--- config.mk ---
export PLATFORM = sky130hd
export DESIGN_NAME = router_fifo
export DESIGN_NICKNAME = d
export VERILOG_FILES = /design/src/rtl/router_pkg.sv /design/src/rtl/router_fifo_timer.sv /design/src/rtl/router_fifo.sv
export SDC_FILE = /design/constraint.sdc
export NUM_CORES = 1
export LEC_CHECK = 0
export CAP_MARGIN = 20
export CELL_PAD_IN_SITES_DETAIL_PLACEMENT = 1
export CELL_PAD_IN_SITES_GLOBAL_PLACEMENT = 2
export CORE_UTILIZATION = 30
export DETAILED_ROUTE_END_ITERATION = 6
export PLACE_DENSITY_LB_ADDON = 0.1
export SLEW_MARGIN = 10
export SYNTH_ARGS = -nofsm -noshare
export SYNTH_HDL_FRONTEND = slang
export SYNTH_SLANG_ARGS = --single-unit
--- constraint.sdc ---
create_clock -name clock -period 2.79 [get_ports clock]
set_clock_uncertainty 0.05 [all_clocks]
set_input_delay 0.4185 -clock clock [delete_from_list [all_inputs] [get_ports clock]]
set_output_delay 0.4185 -clock clock [all_outputs]
set_load 0.02 [all_outputs]
--- src/rtl/router_pkg.sv ---
// Shared definitions for the 1x3 router: byte width, header length field,
// default FIFO sizing and the router FSM state encodings.
package router_pkg;

  localparam int ROUTER_DATA_W         = 8;
  localparam int ROUTER_LEN_MSB        = 7;
  localparam int ROUTER_LEN_LSB        = 2;
  localparam int ROUTER_FIFO_DEPTH     = 16;
  localparam int ROUTER_TIMEOUT_CYCLES = 30;

  // Router FSM states, exported so benches can correlate FIFO activity with the FSM.
  typedef enum logic [1:0] {
    FSM_IDLE  = 2'd0,
    FSM_READ  = 2'd1,
    FSM_WRITE = 2'd2,
    FSM_RESET = 2'd3
  } router_fsm_state_e;

  // Bytes still to come after a header: payload length plus the parity byte.
  function automatic logic [6:0] hdr_pkt_count(input logic [ROUTER_DATA_W-1:0] hdr_byte);
    return {1'b0, hdr_byte[ROUTER_LEN_MSB:ROUTER_LEN_LSB]} + 7'd1;
  endfunction

endpackage

--- src/rtl/router_fifo_timer.sv ---
// Idle-read timer for router_fifo. Down-counter loaded with TIMEOUT_CYCLES;
// each idle cycle consumes one count and expire is the terminal count (zero).
// Only instantiated when ROUTER_FIFO_TIMEOUT_EN is defined.
module router_fifo_timer #(
  parameter int TIMEOUT_CYCLES = 30
) (
  input  logic clock,
  input  logic resetn,
  input  logic clear,
  input  logic count_en,
  output logic expire
);

  localparam int CW = $clog2(TIMEOUT_CYCLES + 1);
  localparam logic [CW-1:0] LOAD = CW'(TIMEOUT_CYCLES);
  localparam logic [CW-1:0] ONE  = CW'(1);

  logic [CW-1:0] remain;

  // Reload on clear, otherwise count down idle cycles and hold at terminal count.
  always_ff @(posedge clock or negedge resetn) begin
    if (!resetn) begin
      remain <= LOAD;
    end else if (clear) begin
      remain <= LOAD;
    end else if (count_en && (remain != '0)) begin
      remain <= remain - ONE;
    end
  end

  assign expire = (remain == '0);

endmodule

--- src/rtl/router_fifo.sv ---
// Per-destination packet buffer of the 1x3 router. Stores {hdr, byte} entries,
// returns them through a registered output and tracks packet ends on the read
// side. Optional idle-read auto-flush is enabled by ROUTER_FIFO_TIMEOUT_EN.
module router_fifo
  import router_pkg::*;
#(
  parameter int DEPTH          = ROUTER_FIFO_DEPTH,
  parameter int DATA_W         = ROUTER_DATA_W,
  parameter int TIMEOUT_CYCLES = ROUTER_TIMEOUT_CYCLES
) (
  input  logic              clock,
  input  logic              resetn,
  input  logic              soft_reset,
  input  logic              write_enb,
  input  logic              lfd_state,
  input  logic [DATA_W-1:0] data_in,
  input  logic              read_enb,
  output logic [DATA_W-1:0] data_out,
  output logic              data_valid,
  output logic              pkt_last,
  output logic              full,
  output logic              empty,
  output logic              timeout
);

  localparam int AW = $clog2(DEPTH);
  localparam logic [AW:0] PTR_ONE = (AW+1)'(1);

  logic [DATA_W:0] mem [DEPTH];
  logic [AW:0]     wr_ptr;
  logic [AW:0]     rd_ptr;
  logic [6:0]      pkt_cnt;
  logic [DATA_W:0] rd_entry;
  logic            flush;
  logic            tmo_hit;
  logic            push;
  logic            pop;

  assign empty = (wr_ptr == rd_ptr);
  assign full  = (wr_ptr[AW-1:0] == rd_ptr[AW-1:0]) && (wr_ptr[AW] != rd_ptr[AW]);

  // Flush beats any concurrent push or pop; flags are the pre-edge view.
  assign flush    = soft_reset || tmo_hit;
  assign push     = write_enb && !full && !flush;
  assign pop      = read_enb && !empty && !flush;
  assign rd_entry = mem[rd_ptr[AW-1:0]];

  // Storage write; contents need no reset since the pointers gate visibility.
  always_ff @(posedge clock) begin
    if (push) begin
      mem[wr_ptr[AW-1:0]] <= {lfd_state, data_in};
    end
  end

  // Read and write pointers, one extra bit to tell full from empty.
  always_ff @(posedge clock or negedge resetn) begin
    if (!resetn) begin
      wr_ptr <= '0;
      rd_ptr <= '0;
    end else if (flush) begin
      wr_ptr <= '0;
      rd_ptr <= '0;
    end else begin
      if (push) wr_ptr <= wr_ptr + PTR_ONE;
      if (pop)  rd_ptr <= rd_ptr + PTR_ONE;
    end
  end

  // Packet counter: a header (re)loads it, body bytes count it down to the parity byte.
  always_ff @(posedge clock or negedge resetn) begin
    if (!resetn) begin
      pkt_cnt <= '0;
    end else if (flush) begin
      pkt_cnt <= '0;
    end else if (pop) begin
      if (rd_entry[DATA_W]) begin
        pkt_cnt <= hdr_pkt_count(rd_entry[ROUTER_DATA_W-1:0]);
      end else if (pkt_cnt != '0) begin
        pkt_cnt <= pkt_cnt - 7'd1;
      end
    end
  end

  // Registered output byte with single-cycle valid and end-of-packet strobes.
  always_ff @(posedge clock or negedge resetn) begin
    if (!resetn) begin
      data_out   <= '0;
      data_valid <= 1'b0;
      pkt_last   <= 1'b0;
    end else if (flush) begin
      data_out   <= '0;
      data_valid <= 1'b0;
      pkt_last   <= 1'b0;
    end else begin
      data_valid <= pop;
      pkt_last   <= pop && !rd_entry[DATA_W] && (pkt_cnt == 7'd1);
      if (pop) data_out <= rd_entry[DATA_W-1:0];
    end
  end

`ifdef ROUTER_FIFO_TIMEOUT_EN
  logic tmo_expire;

  router_fifo_timer #(
    .TIMEOUT_CYCLES(TIMEOUT_CYCLES)
  ) u_timer (
    .clock    (clock),
    .resetn   (resetn),
    .clear    ((read_enb && !empty) || empty || flush),
    .count_en (!empty && !read_enb),
    .expire   (tmo_expire)
  );

  assign tmo_hit = tmo_expire;

  // Timeout strobe accompanies the auto-flush; an explicit soft reset suppresses it.
  always_ff @(posedge clock or negedge resetn) begin
    if (!resetn) begin
      timeout <= 1'b0;
    end else begin
      timeout <= tmo_expire && !soft_reset;
    end
  end
`else
  assign tmo_hit = 1'b0;
  assign timeout = 1'b0;
`endif

endmodule
==> impl_metrics.toml <==
[timing]
timing.fmax_ghz = 0.375
final_max_slew_viol_count = 0
tns_ns = 0
setup-violations-final = 0
layout_min_cycle_time_ns = 2.67
max_slew_margin = 0.485
rsz0062_at_grt = "false"
finalHoldViolations = 0
setup_ws_ns = 0.121
worst_pin_slew_ns = 0.771
finalCritPeriodShare = 0.957

[clock_network]
ctsHoldBuffers = 0
htree_levels = 4
numCtsBuffers = 17
cts_tree = "done"
cts_max_path_buffers = 2
cts.clk_slew.worst_paths_ns = 0.07
cts-root-buf = "clkbuf_16"
cts_sinks = 171
insertion_delay_ns = 0.42

[global_route]
grt_start_max_net_pins = 21
grt_pass1_vias = 4245
grt.total_usage = 0.152
antenna_found_initial = 0
grt-ovfl-total = 0
grt_pass1_wl_um = 26400

[drt]
first_pass_iters = 4
routed_via_density = 4.82
remaining_drc_errors = 0
post_drt_wl_per_cell_um = 21.4
vias = 3905
initialDrtViolationCount = 137
wl_um = 17400
ant_nets = 0

[layout]
final_cell_mix = "144 x edfxtp_1, 41 x buf_4, 32 x nand2_1, 25 x dfrtp_1, 23 x clkdlybuf4s50_1"
area_delta_synth_final_pct = 20.3
antenna_cells = 0
nNetsFinal = 501
fill_cells = 2372
fin_util = 0.370
drive_gt1_frac = 0.220
layout_commonest_cell = "edfxtp_1"

[logic_synthesis]
synthFlopType = "edfxtp_1"
synthArstFlopShare = 0.158
yosysTopAreaCell = "edfxtp_1"
yosysSeqAreaShare = 0.691
ys_ff_latch = 171
yosysWarningCount = 0
syn_inst = 407
yosysUniqueCellTypes = 49
synth_top_area_share = 0.598
syn_avg_cell_area_um2 = 17.8
synthTopCellsByArea = "edfxtp_1 60%, dfrtp_1 9.3%, mux4_1 6.9%, mux4_2 5.9%, nand2_1 1.7%"
synth_edf_count = 144
syn-cell-area_um2 = 7230
synth_nets = 429

[min_path]
min-delay-path-class = "in -> async"

[power_and_ir_drop]
power.density_nw_per_um2 = 714
p_comb_frac = 0.187
seq_power_share = 0.469
total_power_mw = 6.22
power_switching_mw = 1.69
p_clk_frac = 0.344
max-vdd-ir-drop_mv = 0.358
leakage_nw = 3.06
intPower_mw = 4.53
swShare = 0.271

[setup_path]
path_cells = "buf_4, xor2_1, nor4_4, buf_4, a21boi_1, and2_1, nor3b_2, buf_12"
cp_slowest_cell = "dfrtp_2"
path_buf_inv = 3
cp_slowest_stage_delay_ns = 0.50
cpLargestDelayFamily = "simple AND/OR/NAND/NOR gates"
arrival_ns = 2.75
critPathMaxFanout = 9
critPathKind = "reg -> reg"
critical_path.most_common_cell = "buf_4"
end_kind = "register"
critical_path_required_ns = 2.87
start_kind = "register"

[die]
rows = 56
die_h_um = 157
dieArea_um2 = 24700
die_w_um = 157
ios = 27
core_um2 = 23500
start_util = 0.307

[run]
drv_cap = 0

[place]
hpwl_um = 12100
pre_cts_slack_ns = 0.162
numPortBuffers = 25
gp_congestion = 0.739

[status]
status = "complete, no violations"
[sequential cells by signal, summed over array words and instances (netlist names)]
register,count
mem,144
data_out,8
pkt_cnt,7
rd_ptr,5
wr_ptr,5
data_valid,1
pkt_last,1
[timing repair]
action / in CTS / in global routing
buffers inserted: 1 / 0
gates cloned: 0 / 0
pin swaps: 0 / 0
resized for setup: 1 / 2
endpoints found under the setup margin: 2 / 2
[cells in the mapped netlist (4+ instances only)]
| cell | count |
|---|---|
| nand2_1 | 32 |
| a22oi_1 | 10 |
| nor2_1 | 16 |
| dfrtp_1 | 27 |
| mux4_2 | 19 |
| a21oi_1 | 12 |
| and3_1 | 16 |
| inv_1 | 8 |
| o21ai_0 | 4 |
| nor3_1 | 8 |
| mux2i_1 | 4 |
| buf_2 | 6 |
| nand4_1 | 4 |
| edfxtp_1 | 144 |
| xor2_1 | 12 |
| mux4_1 | 19 |
| buf_6 | 4 |
| and2_1 | 5 |
| xnor2_1 | 6 |
| ha_1 | 8 |
[final timing paths]
check	to	start	slack, ns	cells after the start
setup / recovery	mem[5][8]	rd_ptr[1]	0.12	8
hold / removal	pkt_cnt[0]	resetn	0.40	1
setup reg to reg	mem[5][8]	rd_ptr[1]	0.12	8
hold reg to reg	data_out[2]	data_out[2]	0.47	2
max in group asynchronous	data_out[3]	resetn	1.68	2
min in group clock	data_out[2]	data_out[2]	0.47	2
[logic make-up after synthesis]
kind of cell | count (synthesis) | synth area share
buffers and inverters | 26 | 0.0247
DFF | 171 | 0.691
AOI/OAI and AO/OA | 44 | 0.0462
adders and majority gates | 8 | 0.0138
xor gates and xnor gates | 18 | 0.0218
muxes | 42 | 0.134
other | 1 | 0.000519
and+or+nand+nor | 97 | 0.0678
[layer usage]
metal  vias to the layer above  part of all wire  track usage
li1                       1773                 -            -
met1                      2062              0.44        0.189
met2                        55              0.52        0.268
met3                        15             0.023       0.0297
met4                         0             0.012       0.0439
met5                         -                 0            0
[power by group through the flow]
stage | Combinational [mW] | Sequential [mW] | Clock (mW)
CTS | 1.19 | 2.92 | 2.20
detailed placement | 1.17 | 2.97 | 0
finish | 1.16 | 2.92 | 2.14
global route | 1.27 | 2.93 | 2.29
floorplan | 0.762 | 2.96 | 0
global placement | 1.17 | 2.97 | 0
[layout make-up]
cell class	count	area (µm²)	share of cell area
Sequential cell	171	5000	0.575
Multi-Input combinational cell	210	2080	0.239
Clock inverter	13	93.8	0.0108
Clock buffer	19	433	0.0497
Tap cell	319	399	0.0459
Timing Repair Buffer	71	663	0.0762
Inverter	8	30.0	0.00345
[per-stage QoR]
step | hold WS (ns) | instance area (µm²) | std cells
final | 0.399 | 8700 | 811
after global placement | 0.465 | 8160 | 778
after global routing | 0.433 | 8700 | 811
after detailed placement | 0.470 | 8160 | 778
after CTS | 0.412 | 8700 | 811
after floorplan | 0.0729 | 7230 | 407
Power figures use the tool's default switching activity.
